## config.mk

```make
export PLATFORM = sky130hd
export DESIGN_NAME = usbf_ep_dma_arb
export DESIGN_NICKNAME = d
export VERILOG_FILES = /design/src/rtl/usbf_arb_pkg.sv /design/src/rtl/usbf_rr_pick.sv /design/src/rtl/usbf_ep_dma_arb.sv
export SDC_FILE = /design/constraint.sdc
export NUM_CORES = 1
export LEC_CHECK = 0
export CORE_MARGIN = 4
export CORE_UTILIZATION = 40
export DETAILED_ROUTE_END_ITERATION = 12
export GPL_TIMING_DRIVEN = 0
export MAX_ROUTING_LAYER = met4
export RECOVER_POWER = 25
export SYNTH_ARGS = -nofsm -noshare
export SYNTH_HDL_FRONTEND = slang
export SYNTH_HIERARCHICAL = 1
export SYNTH_SLANG_ARGS = --single-unit
```

## constraint.sdc

```tcl
create_clock -name clk -period 4.65 [get_ports clk]
set_input_delay 1.395 -clock clk [delete_from_list [all_inputs] [get_ports clk]]
set_output_delay 1.395 -clock clk [all_outputs]
set_load 0.005 [all_outputs]
```

## src/rtl/usbf_arb_pkg.sv

```systemverilog
// Shared types and constants for the USB function DMA arbitration logic.
package usbf_arb_pkg;

    typedef enum logic [1:0] {
        IDLE    = 2'd0,
        GRANT   = 2'd1,
        RELEASE = 2'd2
    } arb_state_t;

    localparam int USBF_MAX_EP = 16;
    localparam int USBF_SEL_W  = 4;

endpackage

```

## src/rtl/usbf_rr_pick.sv

```systemverilog
// Combinational round-robin picker: first eligible index above `last`, wrapping.
module usbf_rr_pick
    import usbf_arb_pkg::*;
#(
    parameter int NUM_EP = 4
) (
    input  logic [NUM_EP-1:0]     eligible,
    input  logic [USBF_SEL_W-1:0] last,
    output logic [USBF_SEL_W-1:0] pick,
    output logic                  any
);

    logic [USBF_MAX_EP-1:0] elig_pad;

    assign elig_pad = USBF_MAX_EP'(eligible);

    // Scan from the farthest offset down so the nearest eligible index wins.
    always_comb begin
        pick = '0;
        any  = 1'b0;
        for (int off = NUM_EP; off >= 1; off--) begin
            if (elig_pad[USBF_SEL_W'((int'(last) + off) % NUM_EP)]) begin
                pick = USBF_SEL_W'((int'(last) + off) % NUM_EP);
                any  = 1'b1;
            end
        end
    end

endmodule

```

## src/rtl/usbf_ep_dma_arb.sv

```systemverilog
// Round-robin arbiter sharing the external DMA channel among endpoint register files.
//
//   state   | meaning
//   --------+------------------------------------------------------------
//   IDLE    | no grant; pick next eligible endpoint after `last`
//   GRANT   | dma_req high, dma_ack steered to ep_dma_ack[dma_sel]
//   RELEASE | one dead cycle so the endpoint's post-ack request drop is seen
module usbf_ep_dma_arb
    import usbf_arb_pkg::*;
#(
    parameter int NUM_EP    = 4,
    parameter int BURST_MAX = 16
) (
    input  logic                  clk,
    input  logic                  rst,
    input  logic [NUM_EP-1:0]     ep_dma_req,
    input  logic [NUM_EP-1:0]     ep_dma_en,
    output logic [NUM_EP-1:0]     ep_dma_ack,
    output logic                  dma_req,
    output logic [USBF_SEL_W-1:0] dma_sel,
    input  logic                  dma_ack,
    output logic                  arb_err
);

    arb_state_t             state;
    arb_state_t             state_nxt;
    logic [USBF_SEL_W-1:0]  last;
    logic [7:0]             burst_cnt;
    logic [USBF_SEL_W-1:0]  pick;
    logic                   pick_any;
    logic [USBF_MAX_EP-1:0] req_pad;
    logic [USBF_MAX_EP-1:0] en_pad;
    logic [USBF_MAX_EP-1:0] ack_pad;
    logic                   burst_end;
    logic                   grant_exit;

    usbf_rr_pick #(
        .NUM_EP (NUM_EP)
    ) u_pick (
        .eligible (ep_dma_req & ep_dma_en),
        .last     (last),
        .pick     (pick),
        .any      (pick_any)
    );

    assign req_pad = USBF_MAX_EP'(ep_dma_req);
    assign en_pad  = USBF_MAX_EP'(ep_dma_en);

    // An ack coinciding with a request drop keeps the grant; the drop is judged next cycle.
    assign burst_end  = dma_ack && (({1'b0, burst_cnt} + 9'd1) == 9'(BURST_MAX));
    assign grant_exit = burst_end
                      || (!req_pad[dma_sel] && !dma_ack)
                      || !en_pad[dma_sel];

    // State register.
    always_ff @(posedge clk) begin
        if (!rst) begin
            state <= IDLE;
        end else begin
            state <= state_nxt;
        end
    end

    // Next-state decode.
    always_comb begin
        state_nxt = state;
        case (state)
            IDLE:    if (pick_any)   state_nxt = GRANT;
            GRANT:   if (grant_exit) state_nxt = RELEASE;
            RELEASE: state_nxt = IDLE;
            default: state_nxt = IDLE;
        endcase
    end

    // Grant bookkeeping, saturating burst counter and stray-ack flag.
    always_ff @(posedge clk) begin
        if (!rst) begin
            dma_sel   <= '0;
            last      <= USBF_SEL_W'(NUM_EP - 1);
            burst_cnt <= '0;
            arb_err   <= 1'b0;
        end else begin
            arb_err <= dma_ack && (state != GRANT);
            if (state == IDLE && pick_any) begin
                dma_sel   <= pick;
                last      <= pick;
                burst_cnt <= '0;
            end else if (state == GRANT && dma_ack && burst_cnt != 8'(BURST_MAX)) begin
                burst_cnt <= burst_cnt + 8'd1;
            end
        end
    end

    assign dma_req = (state == GRANT);

    // Acks in the reset cycle are suppressed so no endpoint sees a transfer that reset discards.
    assign ack_pad    = (state == GRANT && rst) ? (USBF_MAX_EP'(dma_ack) << dma_sel) : '0;
    assign ep_dma_ack = ack_pad[NUM_EP-1:0];

endmodule

```

==> impl_metrics.csv, run 1 <==
group,metric,value,unit
status,outcome,"finished, final reports clean",
cts,number_of_hold_buffers_added_after_cts,0,
die,rows,18,
critical_path,reg2reg_depth,6,
power_and_ir_drop,seq_power_share,0.518,
sta,fmax,0.2274,GHz
power_and_ir_drop,comb_power_share,0.246,
logic_synthesis,yosys_warnings,6,
route,post_drt_wl_per_cell,12.24,um
hold_path,min_delay_worst_endpoint,"last[0]",
power_and_ir_drop,power_density,251.2,nW/um^2
power_and_ir_drop,internal_power,232.6,uW
global_route,grt_start_max_net_pins,11,
logic_synthesis,yosys.cell_types.count,32,
global_route,gr-total-overflow,0,
power_and_ir_drop,largest_vdd_supply_drop,0.1807,mV
placement,placedInstanceArea,1257,sq um
route,drtAntennaViolNets,0,
critical_path,max_stage_delay,0.54,ns
layout,n_fill_cell,263,
layout,antenna-diode-count,0,
hold_path,holdCritPathClass,"flip-flop to flip-flop",
sta,finalSetupViolations,0,
critical_path,endpoint_kind,"output port",
die,die_area,3439,sq um
critical_path,path_cells,"dlygate4sd2_1 -> nand2_1 -> nor4b_4 -> nor3b_1 -> clkdlybuf4s50_1",
logic_synthesis,synth_area,1026,sq um
cts,cts-buffers-inserted,3,
placement,globalplace.congestion,0.8181,
cts,cts.htree.levels,1,
critical_path,slack_of_the_worst_reg_to_reg_path,3.14,ns
cts,cts_tree,"built",
sta,maxSlewViolCount,0,
route,drt_iter0_drc,16,
sta,grt_setup_unrepaired,"no",
route,routed_wl,2215,um
placement,place_ws,-0.2124,ns
logic_synthesis,flops_latches_synth,17,
critical_path,cp_data_arrival_time,3.00,ns
critical_path,endpoint_required_time_on_the_critical_path,3.25,ns
critical_path,worst-path-max-fanout,7,
logic_synthesis,fraction_of_registers_with_async_set_or_reset_after_synthesis,0,
cts,clock_latency,0.28,ns
cts,worst_setup_hold_path_clk_slew,0.09,ns
die,floorplan.initialDensity,0.4179,
power_and_ir_drop,p_clk_frac,0.236,
critical_path,r2r-start,"burst_cnt[0]",
cts,cts.path.max_buffers,2,
power_and_ir_drop,total_switching_power,93.33,uW
layout,layout.core_utilization,0.5285,
logic_synthesis,synth_cells,127,
critical_path,crit_path_start_kind,"input port",
sta,shortest_period_the_worst_path_allows,4.398,ns
logic_synthesis,netlist.top_cell.by_area,"sky130_fd_sc_hd__dfxtp_1",
cts,clockRootBuffer,"sky130_fd_sc_hd__clkbuf_4",
die,chipHeight,58.65,um
global_route,grt_antenna_before_repair,0,
layout,layout_cells_sized_above_1,0.09934,
route,detailroute.via_count,928,
global_route,globalRouteTotalUtil,0.1479,
layout,finalNetCount,165,
sta,layout_setup_ws,0.2524,ns
global_route,grt_pass1_wl,3822,um
logic_synthesis,most_instantiated_library_cell_after_synthesis,"sky130_fd_sc_hd__nand2_1",
sta,hold_viol,0,
logic_synthesis,yosys-top-cells-area,"sky130_fd_sc_hd__dfxtp_1, sky130_fd_sc_hd__nand2_1, sky130_fd_sc_hd__nor2_1, sky130_fd_sc_hd__xor2_1, sky130_fd_sc_hd__a21boi_0",
layout,syn_to_final_growth,26.46,%
cts,ctsResizeCount,3,
power_and_ir_drop,p_leak,0.0004863,uW
logic_synthesis,synth.cells.most_frequent,"sky130_fd_sc_hd__nand2_1, sky130_fd_sc_hd__dfxtp_1, sky130_fd_sc_hd__nor2_1",
cts,post_cts_buffers,0,
hold_path,worstHoldPathCells,2,
die,boundaryPins,21,
critical_path,crit_slowest_cell,"sky130_fd_sc_hd__clkdlybuf4s50_1",
sta,period_share,0.9457,
route,drt_pass1_iterations,4,
logic_synthesis,ys_seq_area_frac,0.3317,
flow_run,maxCapViolCount,0,
route,detail_route.drc_violations,0,
route,vias_per_cell,5.127,
die,die_x,58.65,um
logic_synthesis,netlist.area_leader.share,0.3317,
sta,final_setup_skew,0.001437,ns
critical_path,reg2reg_end,"state[0]",
global_route,grt_pass1_vias,895,
layout,final_area,1297,sq um
logic_synthesis,synth_flop_cell,"sky130_fd_sc_hd__dfxtp_1",
critical_path,worstSetupPathType,"input port to output port",
sta,setup_total_negative_slack,0,ns
logic_synthesis,synth-edff-count,0,
placement,total_half_perimeter_wirelength_after_legalization_and_detailed_placement,1752,um
hold_path,hp-start,"last[0]",
die,coreArea,2455,sq um
power_and_ir_drop,switching_part_of_the_total_power,0.2864,
placement,place.port_buffers,19,
cts,clkSinkCount,17,
logic_synthesis,syn_avg_cell_area,8.079,sq um
## cell usage in the layout (no fill, tap or decap), types with 2 or more instances in the layout
| cell type | count |
|---|---|
| sky130_fd_sc_hd__and2_0 | 2 |
| sky130_fd_sc_hd__nor2_1 | 17 |
| sky130_fd_sc_hd__buf_4 | 5 |
| sky130_fd_sc_hd__dlygate4sd3_1 | 2 |
| sky130_fd_sc_hd__o21ai_0 | 4 |
| sky130_fd_sc_hd__xnor2_1 | 2 |
| sky130_fd_sc_hd__nand3b_1 | 3 |
| sky130_fd_sc_hd__nand3_1 | 6 |
| sky130_fd_sc_hd__conb_1 | 2 |
| sky130_fd_sc_hd__xor2_1 | 6 |
| sky130_fd_sc_hd__nand2b_1 | 4 |
| sky130_fd_sc_hd__and2b_1 | 2 |
| sky130_fd_sc_hd__nand2_1 | 20 |
| sky130_fd_sc_hd__a21boi_0 | 5 |
| sky130_fd_sc_hd__dfxtp_1 | 17 |
| sky130_fd_sc_hd__a21oi_1 | 4 |
| sky130_fd_sc_hd__a32o_1 | 2 |
| sky130_fd_sc_hd__clkdlybuf4s50_1 | 16 |
| sky130_fd_sc_hd__ha_1 | 2 |
| sky130_fd_sc_hd__clkbuf_4 | 3 |
| sky130_fd_sc_hd__and3_1 | 3 |
| sky130_fd_sc_hd__and2_1 | 4 |
| sky130_fd_sc_hd__inv_1 | 3 |
| sky130_fd_sc_hd__nand4_1 | 3 |
## stage by stage
step	total power, uW	hold WS, ns	cells
after floorplan	218.2	0.4798	128
after global placement	249.8	0.5067	177
after detailed placement	252.0	0.5090	177
after CTS	334.6	0.5341	181
after global routing	351.2	0.5722	181
final	325.9	0.5302	181
## cell type report
type	count	area [sq um]	area share
multi-input cells	103	655.6	0.5053
flip-flops and latches	17	340.3	0.2623
repair buffers	19	188.9	0.1456
plain buffers	5	37.54	0.02893
well taps	30	37.54	0.02893
clock buffers	4	26.28	0.02025
inverters	3	11.26	0.008679
## power by group through the flow
stage,logic [uW],clock network (uW),registers (uW)
2_1_floorplan,49.3,0,169
3_3_place_gp,79.0,0,171
3_5_place_dp,80.5,0,171
4_1_cts,82.4,83.3,169
5_1_grt,88.9,91.3,171
6_report,80.1,77.0,169
## critical path: cells and delay by family
| family | cells | cell delay (ns) |
|---|---|---|
| AND/OR/NAND/NOR | 3 | 0.73 |
| buffers and inverters | 2 | 0.88 |
## flip-flops by register name, indices dropped and copies added (netlist names)
name       flops
burst_cnt      8
last           2
state          2
arb_err        1
dma_sel        4
## worst max-delay path by stage
stage / startpoint / to / depth (start not counted)
6_report: dma_ack / ep_dma_ack[0] / 5
4_1_cts: dma_ack / ep_dma_ack[0] / 5
2_1_floorplan: rst / ep_dma_ack[0] / 4
5_1_grt: dma_ack / ep_dma_ack[0] / 5
3_5_place_dp: dma_ack / ep_dma_ack[0] / 5
3_3_place_gp: dma_ack / ep_dma_ack[0] / 5
## routing by layer
metal / share of wire / GRT usage / up-vias / wire length (um)
met5: 0 / - / - / 0
met1: 0.43 / 0.1586 / 424 / 963
met3: 0.057 / 0.03509 / 4 / 126
met2: 0.49 / 0.2568 / 25 / 1096
met4: 0.013 / 0.06796 / 0 / 29
li1: - / - / 475 / -
## kinds of logic (layout without fill, tap and decap cells)
group | count (synthesis) | in the layout | synth area share
AOI/OAI and AO/OA | 20 | 20 | 0.1500
xor gates and xnor gates | 8 | 8 | 0.06830
and+or+nand+nor | 69 | 69 | 0.3427
muxes | 2 | 2 | 0.03171
buffers and inverters | 8 | 31 | 0.04756
adders and majority gates | 2 | 2 | 0.02439
other | 1 | 2 | 0.003655
DFF | 17 | 17 | 0.3317
Note: power is estimated with default switching activity, not from simulation.
==> run 2: changes to the inputs <==
Settings changed: CORE_MARGIN 4 to default.
==> run 2 against run 1 <==
Against the previous run:
- first-iteration DRC count down 56%
- clock power is 1% lower
- non-clock buffer count did not move
- clock skew about the same
- routed wire length down 7.8%
- register-to-register slack worse by 0.03 ns
- sequential cell count did not move
- core utilization increased by 3.0 points
- final cell count fell by 1.1%
- combinational power barely moved
- sequential share of layout area up 0.051 points
- largest cell class unchanged
==> impl_metrics.csv, run 2 (synthesized netlist as in run 1, its figures left out) <==
group,metric,value,unit
die,rows,17,
critical_path,endpoint_kind,"output port",
power_and_ir_drop,largest_vdd_supply_drop,0.1444,mV
placement,globalplace.congestion,0.7460,
placement,numPlacedInstances,175,
die,chipHeight,52.65,um
route,detail_route.drc_violations,0,
cts,cts-buffers-inserted,3,
critical_path,path_cells,"dlygate4sd2_1 -> nand2_1 -> nor4b_4 -> nor3b_1 -> clkdlybuf4s50_1",
power_and_ir_drop,seq_power_share,0.520,
global_route,grt_antenna_before_repair,0,
power_and_ir_drop,switching_part_of_the_total_power,0.2829,
cts,cts.htree.levels,1,
power_and_ir_drop,design_power_total,324.3,uW
sta,fmax,0.2289,GHz
sta,setup_total_negative_slack,0,ns
power_and_ir_drop,total_switching_power,91.73,uW
critical_path,worstSetupPathDepth,5,
critical_path,worst-path-max-fanout,7,
layout,layout_cells_sized_above_1,0.09934,
hold_path,holdCritPathClass,"flip-flop to flip-flop",
cts,clockRootBuffer,"sky130_fd_sc_hd__clkbuf_4",
sta,hold_viol,0,
route,drt_pass1_iterations,4,
route,post_drt_wl_per_cell,11.41,um
cts,clock_latency,0.28,ns
route,detailroute.via_count,909,
placement,total_half_perimeter_wirelength_after_legalization_and_detailed_placement,1608,um
cts,clkSinkCount,17,
layout,registers.top_by_ff_count,"burst_cnt",
layout,stdcell_count,179,
layout,reg_top3,"burst_cnt (8), dma_sel (4)",
global_route,globalRouteTotalUtil,0.1797,
power_and_ir_drop,p_leak,0.0004863,uW
critical_path,critical_path.startpoint,"dma_ack",
global_route,grt_pass1_vias,861,
sta,period_share,0.9394,
sta,finalSetupViolations,0,
critical_path,crit_slowest_cell,"sky130_fd_sc_hd__clkdlybuf4s50_1",
cts,post_cts_buffers,0,
critical_path,crit_path_start_kind,"input port",
route,drtAntennaViolNets,0,
critical_path,cp_data_arrival_time,2.97,ns
power_and_ir_drop,comb_power_share,0.246,
layout,syn_to_final_growth,26.22,%
placement,place.port_buffers,19,
critical_path,r2r-start,"burst_cnt[0]",
layout,commonest_non_fill_non_tap_cell_in_the_layout,"sky130_fd_sc_hd__nand2_1",
power_and_ir_drop,power_density,250.4,nW/um^2
die,die_x,52.65,um
critical_path,timing.critical_path.buf_inv,2,
die,die_area,2772,sq um
die,boundaryPins,21,
cts,number_of_hold_buffers_added_after_cts,0,
die,coreArea,2318,sq um
layout,n_fill_cell,231,
power_and_ir_drop,internal_power,232.5,uW
placement,placedInstanceArea,1255,sq um
sta,grt_setup_unrepaired,"no",
cts,cts_tree,"built",
critical_path,termination_of_the_worst_setup_path,"ep_dma_ack[0]",
critical_path,endpoint_required_time_on_the_critical_path,3.25,ns
sta,shortest_period_the_worst_path_allows,4.368,ns
layout,layout_common_cells,"sky130_fd_sc_hd__nand2_1, sky130_fd_sc_hd__nor2_1, sky130_fd_sc_hd__dfxtp_1, sky130_fd_sc_hd__clkdlybuf4s50_1",
layout,final_area,1295,sq um
sta,hold_slack,0.5199,ns
global_route,grt_start_max_net_pins,11,
flow_run,maxCapViolCount,0,
route,drt_iter0_drc,7,
global_route,gr-total-overflow,0,
route,routed_wl,2042,um
critical_path,worstSetupPathType,"input port to output port",
critical_path,max_stage_delay,0.53,ns
layout,finalNetCount,165,
power_and_ir_drop,p_clk_frac,0.234,
cts,cts.path.max_buffers,2,
layout,antenna-diode-count,0,
global_route,grt_pass1_wl,3567,um
cts,ctsResizeCount,3,
sta,maxSlewViolCount,0,
route,vias_per_cell,5.078,
critical_path,cpLargestDelayFamily,"buffers and inverters",
status,outcome,"finished, final reports clean",
critical_path,slack_of_the_worst_reg_to_reg_path,3.11,ns
layout,max_reg_flops,8,
cts,worst_setup_hold_path_clk_slew,0.09,ns
critical_path,reg2reg_depth,6,
die,floorplan.initialDensity,0.4425,
critical_path,reg2reg_end,"state[0]",
sta,final_setup_skew,0.001211,ns
run 2: power groups by stage:
stage	Combinational [uW]	Clock, uW	Sequential, uW
floorplan	49.3	0	169
global route	90.3	85.0	171
detailed placement	80.1	0	171
global placement	78.7	0	171
finish	79.8	76.0	168
CTS	81.6	81.3	169
run 2: worst reg2reg max path: cells and delay by family, from the launching register on:
kind	cells	cell delay, ns
compound gates	3	0.52
flops	1	0.43
fa+ha+maj	1	0.31
simple gates	2	0.19
run 2: cell type report:
cell class                      count  area [sq um]  share of cell area
Clock buffer                        4         26.28             0.02029
Sequential cell                    17         340.3              0.2628
Inverter                            3         11.26            0.008696
Tap cell                           28         35.03             0.02705
Multi-Input combinational cell    103         655.6              0.5063
Timing Repair Buffer               19         188.9              0.1459
Buffer                              5         37.54             0.02899
run 2: stage by stage:
stage | setup slack [ns] | utilization
finish | 0.2817 | 0.5586
CTS | 0.2244 | 0.5586
floorplan | 0.9798 | -
detailed placement | -0.2304 | 0.5413
global route | 0.1216 | 0.5586
global placement | -0.1449 | 0.5413
run 2: per-layer routing:
metal	wire length (um)	track usage	vias to the layer above
met4	14	0.06579	0
met3	117	0.04058	2
met2	956	0.3228	20
met5	0	-	-
li1	-	-	477
met1	953	0.1906	410
run 2: how the worst min path moves through the flow:
stage,cells past startpoint,to,slack [ns],from
3_3_place_gp,2,dma_sel[3],0.50,dma_sel[3]
5_1_grt,2,last[0],0.57,last[0]
4_1_cts,2,last[0],0.53,last[0]
6_report,2,last[0],0.52,last[0]
2_1_floorplan,2,dma_sel[3],0.48,dma_sel[3]
3_5_place_dp,2,dma_sel[3],0.50,dma_sel[3]
